==> src/rtl/recon_mul_add.sv <==
// Sequential shift-add multiply-accumulate: dividend = quotient * divisor + remainder.
// Retires one multiplier bit per clock, so every operation takes exactly WIDTH cycles.
module recon_mul_add #(
   parameter int WIDTH = 64
) (
   input  logic                 clk,
   input  logic                 reset,
   input  logic                 start,
   input  logic [WIDTH-1:0]     quotient,
   input  logic [WIDTH-1:0]     divisor,
   input  logic [WIDTH-1:0]     remainder,
   output logic                 busy,
   output logic                 done,
   output logic [2*WIDTH-1:0]   dividend,
   output logic                 rem_err
);

   localparam int CNT_W = (WIDTH > 1) ? $clog2(WIDTH) : 1;
   localparam logic [CNT_W-1:0] LAST = CNT_W'(WIDTH - 1);

   typedef enum logic {IDLE, RUN} state_t;

   state_t               state;
   logic [2*WIDTH-1:0]   acc;
   logic [2*WIDTH-1:0]   mcand;
   logic [2*WIDTH-1:0]   acc_next;
   logic [WIDTH-1:0]     mplier;
   logic [CNT_W-1:0]     cnt;
   logic                 err_q;

   function automatic logic [2*WIDTH-1:0] add_step(input logic [2*WIDTH-1:0] a,
                                                   input logic [2*WIDTH-1:0] m,
                                                   input logic            sel);
      return sel ? a + m : a;
   endfunction

   // The final iteration's add must reach dividend on the same edge, so it is computed combinationally.
   assign acc_next = add_step(acc, mcand, mplier[0]);

   always_ff @(posedge clk) begin
      if (!reset) begin
         state    <= IDLE;
         busy     <= 1'b0;
         done     <= 1'b0;
         rem_err  <= 1'b0;
         dividend <= '0;
         acc      <= '0;
         mcand    <= '0;
         mplier   <= '0;
         cnt      <= '0;
         err_q    <= 1'b0;
      end else begin
         done <= 1'b0;
         case (state)
            IDLE: begin
               if (start) begin
                  acc    <= {{WIDTH{1'b0}}, remainder};
                  mcand  <= {{WIDTH{1'b0}}, divisor};
                  mplier <= quotient;
                  cnt    <= '0;
                  err_q  <= (remainder >= divisor);
                  busy   <= 1'b1;
                  state  <= RUN;
               end
            end
            RUN: begin
               acc    <= acc_next;
               mcand  <= mcand << 1;
               mplier <= mplier >> 1;
               cnt    <= cnt + CNT_W'(1);
               // No early exit: latency stays fixed regardless of multiplier value.
               if (cnt == LAST) begin
                  dividend <= acc_next;
                  rem_err  <= err_q;
                  done     <= 1'b1;
                  busy     <= 1'b0;
                  state    <= IDLE;
               end
            end
            default: state <= IDLE;
         endcase
      end
   end

endmodule

==> config.mk <==
export PLATFORM = sky130hd
export DESIGN_NAME = recon_mul_add
export DESIGN_NICKNAME = d
export VERILOG_FILES = /design/src/rtl/recon_mul_add.sv
export SDC_FILE = /design/constraint.sdc
export NUM_CORES = 1
export LEC_CHECK = 0
export ABC_AREA = 1
export BUFFER_PORTS_ARGS = -buffer_cell sky130_fd_sc_hd__buf_4
export CAP_MARGIN = 20
export CELL_PAD_IN_SITES_DETAIL_PLACEMENT = 2
export CELL_PAD_IN_SITES_GLOBAL_PLACEMENT = 2
export CORE_UTILIZATION = 35
export CTS_BUF_LIST = sky130_fd_sc_hd__clkbuf_8
export CTS_CLUSTER_SIZE = 25
export DETAILED_ROUTE_END_ITERATION = 12
export GPL_TIMING_DRIVEN = 0
export PLACE_DENSITY_LB_ADDON = 0.1
export SLEW_MARGIN = 20
export SYNTH_ARGS = -nofsm -noshare
export SYNTH_HDL_FRONTEND = slang
export SYNTH_SLANG_ARGS = --single-unit
==> constraint.sdc <==
create_clock -name clk -period 3.6 [get_ports clk]
set_input_delay 0.36 -clock clk [delete_from_list [all_inputs] [get_ports clk]]
set_output_delay 0.36 -clock clk [all_outputs]
set_load 0.1 [all_outputs]
==> impl_results.md, run 1 <==
* Net Count, Synth at between 6000 and 7000
* Status: stopped before the end
* Adder-Cell Fraction of Synth Area at 7.00%
* Synth Area in Compound Gates at 10.9%
* Main synth FF type: dfxtp_1
* Clk buf depth at 3
* Failed at: 5_1_grt
* EDFF count, synth at 0
* Starting Density at 35.6%
* Syn Inst Count at 5929
* IO Pins at 326
* Clk sink count at between 400 and 500
* Largest net degree at the start of global routing at 16
* Xor/xnor share of the synthesized area at 1.60%
* Total gr overflow at 14
* Synth Warn # at 0
* Worst EP Category: register data pin
* Clock buffer count from CTS at 86
* PortBufs at 325
* Setup bufs post-CTS at 0
* Row Count at around 110
* Largest family of logic cells by synthesized area: simple AND/OR/NAND/NOR gates
* Syn Std Cell Area at 0.0346 mm²
* Routability congestion estimate at 1.01
* Register bit total from synthesis at roughly 460
* Post-synth ARST share at 0%
* Avg Cell Area, Syn at 5.83 µm²
* Sequential fraction of the synthesis area at 26.6%
* Netlist cell types at 45
* Mux share of post-synthesis cell area at 0.0579%
* Error: [ERROR GRT-0232] Routing congestion too high. Check the congestion heatmap in the GUI.
* Die Span Y at 316 µm
* GRT Total Usage at 61.5%
* Root Driver: clkbuf_8
* Synth Area in Simple Gates at 39.8%
* Die width at about 320 µm
* HPWL Detailed at 156000 µm
* H-tree Lvls at 3
* Initial antenna violation count at just under 50
* GRT worst endpoint: acc[18]$_SDFFE_PN0P_/D
==> timing repair <==
action,CTS
hold buffers,156
hold endpoints to repair,157
endpoints found under the setup margin,1
gates resized for setup,1
==> kinds of logic after synthesis <==
| kind of cell | Yosys count |
|---|---|
| mux | 2 |
| flops | 459 |
| compound gates | 663 |
| fa+ha+maj | 193 |
| buf+inv | 1288 |
| xor+xnor | 63 |
| simple gates | 3261 |
==> cell usage after synthesis, types with 2 or more instances <==
library cell | instances | area, µm²
nand3_1 | 311 | 1560
clkbuf_1 | 135 | 507
o21ai_0 | 190 | 951
dfxtp_1 | 459 | 9190
clkinv_1 | 2 | 7.51
buf_1 | 22 | 82.6
or2_0 | 3 | 18.8
and3_1 | 2 | 12.5
a31oi_1 | 32 | 200
o21bai_1 | 7 | 52.6
nand4_1 | 24 | 150
buf_4 | 2 | 15.0
buf_2 | 26 | 130
nor2_1 | 273 | 1020
inv_2 | 23 | 86.3
a21o_1 | 2 | 15.0
nand3_2 | 39 | 390
nor2_2 | 69 | 432
a211oi_1 | 4 | 30.0
or2_1 | 6 | 37.5
inv_1 | 1078 | 4050
o21a_1 | 11 | 82.6
nand2_2 | 72 | 450
nor3_2 | 16 | 160
mux2i_1 | 2 | 20.0
a22oi_1 | 68 | 510
nand2_1 | 2329 | 8740
a22o_1 | 26 | 228
o21ai_1 | 10 | 50.1
o211ai_1 | 31 | 233
ha_1 | 192 | 2400
xnor2_1 | 55 | 482
xor2_1 | 8 | 70.1
a21oi_1 | 279 | 1400
nor2_4 | 13 | 146
or2_2 | 78 | 488
nor3_1 | 22 | 110
==> per-stage QoR <==
step / setup TNS (ns) / cells / setup WS [ns] / instance area (µm²)
4_1_cts: 0 / 7837 / 0.0232 / 41900
3_5_place_dp: 0 / 7532 / 0.0624 / 38700
3_3_place_gp: -4.16 / 7530 / -0.303 / 38600
2_1_floorplan: 0 / 5929 / 1.42 / 34600
==> metal layers <==
layer / GRT overflow / GRT usage (%)
met1: 0 / 63.4
met2: 5 / 83.3
met3: 0 / 38.6
met4: 9 / 58.8
met5: 0 / 9.66
==> run 2: changes to the inputs <==
Settings changed: CELL_PAD_IN_SITES_DETAIL_PLACEMENT 2 to unset, CELL_PAD_IN_SITES_GLOBAL_PLACEMENT 2 to unset, CTS_BUF_LIST sky130_fd_sc_hd__clkbuf_8 to unset, CTS_CLUSTER_SIZE 25 to unset, PLACE_DENSITY_LB_ADDON 0.1 to 0.15.
==> impl_results.md, run 2 <==
* Status: completed
* Most numerous cell in the Yosys netlist: nand2_1
* Post-route cell area at a little over 0.04 mm²
* Worst-path clk slew at 0.06 ns
* Peak VDD IR at 0.000349 V
* Ranking of synthesized cells by area: dfxtp_1 (27%), nand2_1 (25%), inv_1 (12%)
* Sequential fraction of the synthesis area at 26.6%
* Starting Density at 35.6%
* Placed cell count at between 7000 and 8000
* Total gr overflow at 0
* Top Registers: acc: 128 flops, dividend: 128 flops, mcand: 128 flops
* Register bit total from synthesis at 459
* Synth top cells by count: nand2_1 (2329), inv_1 (1078), dfxtp_1 (459)
* Req. time, crit path at 4.20 ns
* Max-slew violations at 0
* HPWL Detailed at 131000 µm
* Clock buffer count from CTS at 54
* Netlist cell types at 45
* WHS Path Cells at 3
* RSZ-0062 raised after global routing: false
* Net Count, Synth at 6317
* Crit share post-route at 91.7%
* Clk sink count at 459
* Routability congestion estimate at 1.05
* Routed Antenna Nets at 0
* Die Span Y at 316 µm
* Vias in the first global route at 35280
* DR pass1 iterations at 8
* Initial antenna violation count at 4
* Die width at approximately 320 µm
* Synth Warn # at 0
* Synth area leader: dfxtp_1
* Clk_lat worst skew at 0.68 ns
* Hold WS at 0.0259 ns
* Max cap viols at 0
* Root Driver: clkbuf_16
* DR vias at 38281
* Setup bufs post-CTS at 0
* PD cells at approximately 320 mW/mm²
* PortBufs at 325
* Layout Cells excl Fill at 7714
* R2R Setup Slk at 0.30 ns
* Syn Inst Count at 5929
* Hold WC Path Type: in2reg
* # setup viols final at 0
* EDFF count, synth at 0
* Number of DRC markers in iteration 0 at ~3200
* DRC at 0
* Most common cell after layout, fill and taps aside: nand2_1
* IO Pins at 326
* Leakage at approximately 0.022 µW
* Main synth FF type: dfxtp_1
* First-pass GRT wire length at 225000 µm
* Clk buf depth at 3
* Worst reg2reg startpoint: cnt[0]
* Total core area at between 0.09 and 0.1 mm²
* Final core utilization at 42.5%
* Crit-path max FO at 10
* CP Class: reg2reg
* Worst Setup SP: cnt[0]
* Slew margin rel. at 33.1%
* Syn Std Cell Area at 0.0346 mm²
* Worst Tran Pin Value at 1.00 ns
* GRT Total Usage at 30.4%
* Largest net degree at the start of global routing at 17
* Avg Cell Area, Syn at 5.83 µm²
* Minimum clock period at roughly 3.3 ns
* Layout area overhead at 19.6%
* Commonest cells after routing, fill and taps aside: nand2_1 (2329), inv_1 (1078), dfxtp_1 (459)
* Die Area at 0.100 mm²
* Worst path arrival time at 3.90 ns
* Routed length per instance at 20.1 µm
* CTS tree: built
* NumNets Final at between 6000 and 7000
* Row Count at around 110
* Post-synth ARST share at 0%
* Fraction of layout cells with a size suffix above 1 at 11.9%
* Startpoint types: register
* Final Hold Fails at 0
* R2R Path End: dividend[68]
* Routed WL at 155000 µm
* R2R depth at 9
* H-tree Lvls at 2
* Yosys top cell area share at a little over a quarter
* Worst setup EP type: register
* Max Clk Rate at approximately 300 MHz
* Via density at 4.96
* Worst Skew at 0.0413 ns
* Hold Crit Start: remainder[9]
* Placed cell area at 0.0387 mm²
* Crit path to: dividend[68]
run 2: cell counts after synthesis:
No cell type changed its count.
run 2: worst min-delay path by stage:
stage	slack [ns]	to
3_5_place_dp	0.44	dividend[102]
5_1_grt	0.02	acc[19]
4_1_cts	0.0007	acc[9]
6_report	0.03	acc[9]
3_3_place_gp	0.44	dividend[83]
2_1_floorplan	0.45	mplier[63]
run 2: cell type report:
cell class	instances	area, µm²
Antenna cell	1	2.50
Clock buffer	79	1580
Inverter	1103	4140
Fill cell	11025	55900
Buffer	185	747
Tap cell	1276	1600
Sequential cell	459	9190
Multi-Input combinational cell	4182	20500
Clock inverter	20	253
Timing Repair Buffer	409	3320
run 2: stage by stage:
step	setup slack (ns)	TNS (ns)	power (µW)
6_report	0.298	0	13300
5_1_grt	0.169	0	13800
4_1_cts	0.0110	0	13300
3_5_place_dp	0.0408	0	7600
3_3_place_gp	-0.459	-1.59	7560
2_1_floorplan	1.42	0	6720
run 2: critical path, cell delays in order (launching register included):
cell	delay, ns
dfxtp_1	0.38
ha_1	0.19
nand4_1	0.09
nor2_1	0.15
nand2_1	0.09
nor2_1	0.50
clkbuf_2	0.67
clkbuf_2	0.51
nand3_1	0.46
nand2_1	0.16
run 2: cell families after synthesis:
| logic type | after synthesis | share of synthesized area, % |
|---|---|---|
| XOR/XNOR | 63 | 1.60 |
| flip-flops | 459 | 26.6 |
| AO/OA/AOI/OAI | 663 | 10.9 |
| buffers and inverters | 1288 | 14.1 |
| AND/OR/NAND/NOR | 3261 | 39.8 |
| adder cells (fa/ha/maj) | 193 | 7.00 |
| multiplexers | 2 | 0.0579 |
run 2: metal layers:
layer	track usage [%]	up-vias	wire length, µm
met4	7.93	4	4020
li1	-	19099	-
met3	2.98	154	10100
met1	45.2	17809	75700
met2	46.4	1215	65100
met5	0	-	26
run 2: power by group:
| group | internal (µW) | switching, µW | total, µW |
|---|---|---|---|
| Clock | 3270 | 2420 | 5690 |
| Combinational | 788 | 1430 | 2220 |
| Sequential | 5240 | 137 | 5380 |
run 2: what timing repair did:
item | 4_1_cts | 5_1_grt
hold buffers | 79 | 0
endpoints found under the hold margin | 80 | 0
resized for setup | 0 | 2
endpoints found under the setup margin | 0 | 1
Power figures use the tool's default switching activity.
==> run 3: changes to the inputs <==
Settings changed: CELL_PAD_IN_SITES_DETAIL_PLACEMENT set to 0, CELL_PAD_IN_SITES_GLOBAL_PLACEMENT set to 2, CORE_UTILIZATION 35 to 34.
Clock period 3.6 ns to 3.8 ns, I/O delays scaled along.
==> impl_results.md, run 3 (synthesized netlist as in run 2, its figures left out) <==
* Status: completed
* DR vias at 38073
* Vias in the first global route at 35595
* Die Span Y at 321 µm
* DR pass1 iterations at 6
* Max-slew violations at 0
* Number of DRC markers in iteration 0 at 3538
* PD cells at 313 mW/mm²
* First-pass GRT wire length at 233000 µm
* Layout area overhead at 19.9%
* Largest net degree at the start of global routing at 17
* Area of the multi-input gates at 0.0205 mm²
* Fraction of layout cells with a size suffix above 1 at 11.9%
* Most common cell after layout, fill and taps aside: nand2_1
* Max Clk Rate at 271 MHz
* Peak VDD IR at 0.000323 V
* Minimum clock period at 3.69 ns
* Starting Density at 34.4%
* Hold Crit Start: quotient[15]
* Leakage at 0.0216 µW
* CP Class: reg2reg
* Top Registers: acc: 128 flops, dividend: 128 flops, mcand: 128 flops
* # resized after CTS at 0
* Die width at 321 µm
* Total gr overflow at 0
* Routability congestion estimate at 1.03
* Routed length per instance at 20.8 µm
* H-tree Lvls at 2
* Worst Setup SP: cnt[0]
* HPWL Detailed at 136000 µm
* Routed Antenna Nets at 0
* Worst path arrival time at 4.28 ns
* Max cap viols at 0
* Final Hold Fails at 0
* Clk sink count at ~460
* Crit-path max FO at 11
* RSZ-0062 raised after global routing: false
* Register area at 0.00919 mm²
* DRC at 0
* Clk_lat worst skew at about 0.68 ns
* Slew margin rel. at 23.5%
* Worst Tran Pin Value at 1.15 ns
* Root Driver: clkbuf_16
* Worst setup EP type: register
* Crit share post-route at between 90% and 100%
* Final WS setup at 0.111 ns
* Total core area at 0.100 mm²
* GRT Total Usage at about 31%
* Hold WC Path Type: in2reg
* Worst Skew at approximately 0.026 ns
* IO Pins at about 330
* Row Count at ~120
* Via density at slightly below 5
* NumNets Final at 6770
* Routed WL at ~160000 µm
* Place WS at 0.258 ns
* # setup viols final at 0
* Commonest cells after routing, fill and taps aside: nand2_1 (2329), inv_1 (1078), dfxtp_1 (459)
* Die Area at 0.103 mm²
* Clk buf depth at 3
* Hold WS at 0.0236 ns
* Fill cells at ~12000
* Req. time, crit path at 4.39 ns
* PortBufs at 325
* Initial antenna violation count at 5
* Worst-path clk slew at 0.06 ns
* Startpoint types: register
* Worst reg2reg startpoint: cnt[0]
* CTS tree: built
* Clock buffer count from CTS at 55
==> run 3: cell types whose count changed in the layout (fill, tap and decap cells not counted), moves of 2 or more <==
cell / before / now
clkinv_2: 10 / 7
dlygate4sd3_1: 79 / 69
clkbuf_8: 13 / 16
clkbuf_1: 139 / 136
buf_6: 2 / 0
bufinv_16: 3 / 6
==> run 3: power by group <==
group / switching [µW] / internal, µW / total, µW
sequential: 135 / 4970 / 5100
combinational: 1360 / 735 / 2100
clock: 2360 / 3410 / 5770
total: 3850 / 9110 / 13000
==> run 3: area by class of cell <==
cell class | count | share of cell area, %
Antenna cell | 2 | 0.0121
Buffer | 185 | 1.80
Clock buffer | 81 | 3.94
Clock inverter | 21 | 0.815
Inverter | 1103 | 9.99
Multi-Input combinational cell | 4182 | 49.5
Sequential cell | 459 | 22.2
Tap cell | 1357 | 4.10
Timing Repair Buffer | 396 | 7.67
==> run 3: routing by layer <==
metal	wire (µm)	vias up	track usage [%]
li1	-	19090	-
met1	78900	17684	45.5
met2	69500	1137	48.0
met3	10400	158	3.20
met4	3140	4	6.47
met5	29	-	0
==> run 3: metrics by stage <==
| step | utilization [%] | cell area (µm²) | total power, µW | cells | setup TNS (ns) |
|---|---|---|---|---|---|
| final | 41.3 | 41400 | 13000 | 7786 | 0 |
| after global routing | 41.3 | 41400 | 13500 | 7784 | 0 |
| after CTS | 41.3 | 41400 | 13100 | 7784 | 0 |
| after detailed placement | 38.6 | 38800 | 7220 | 7613 | 0 |
| after global placement | 38.6 | 38700 | 7200 | 7611 | -1.13 |
| after floorplan | - | 34600 | 6370 | 5929 | 0 |
==> run 3: final timing paths <==
kind	to	slack, ns	cells after the start
max	dividend[67]	0.11	9
min	mplier[15]	0.02	5
max reg2reg	dividend[67]	0.11	9
min reg2reg	dividend[116]	0.45	2
==> run 3: what timing repair did <==
item,4_1_cts,5_1_grt
endpoints found under the hold margin,70,0
buffers inserted,0,0
hold buffers,69,0
==> run 3: critical path, cell delays in order (launching register included) <==
cell and delay (ns):
dfxtp_1 0.37, ha_1 0.19, nand4_1 0.10, nor2_1 0.10, nand2_1 0.07, nor2_1 0.76, clkbuf_2 0.73, buf_1 0.74
nand3_1 0.37, nand2_1 0.14
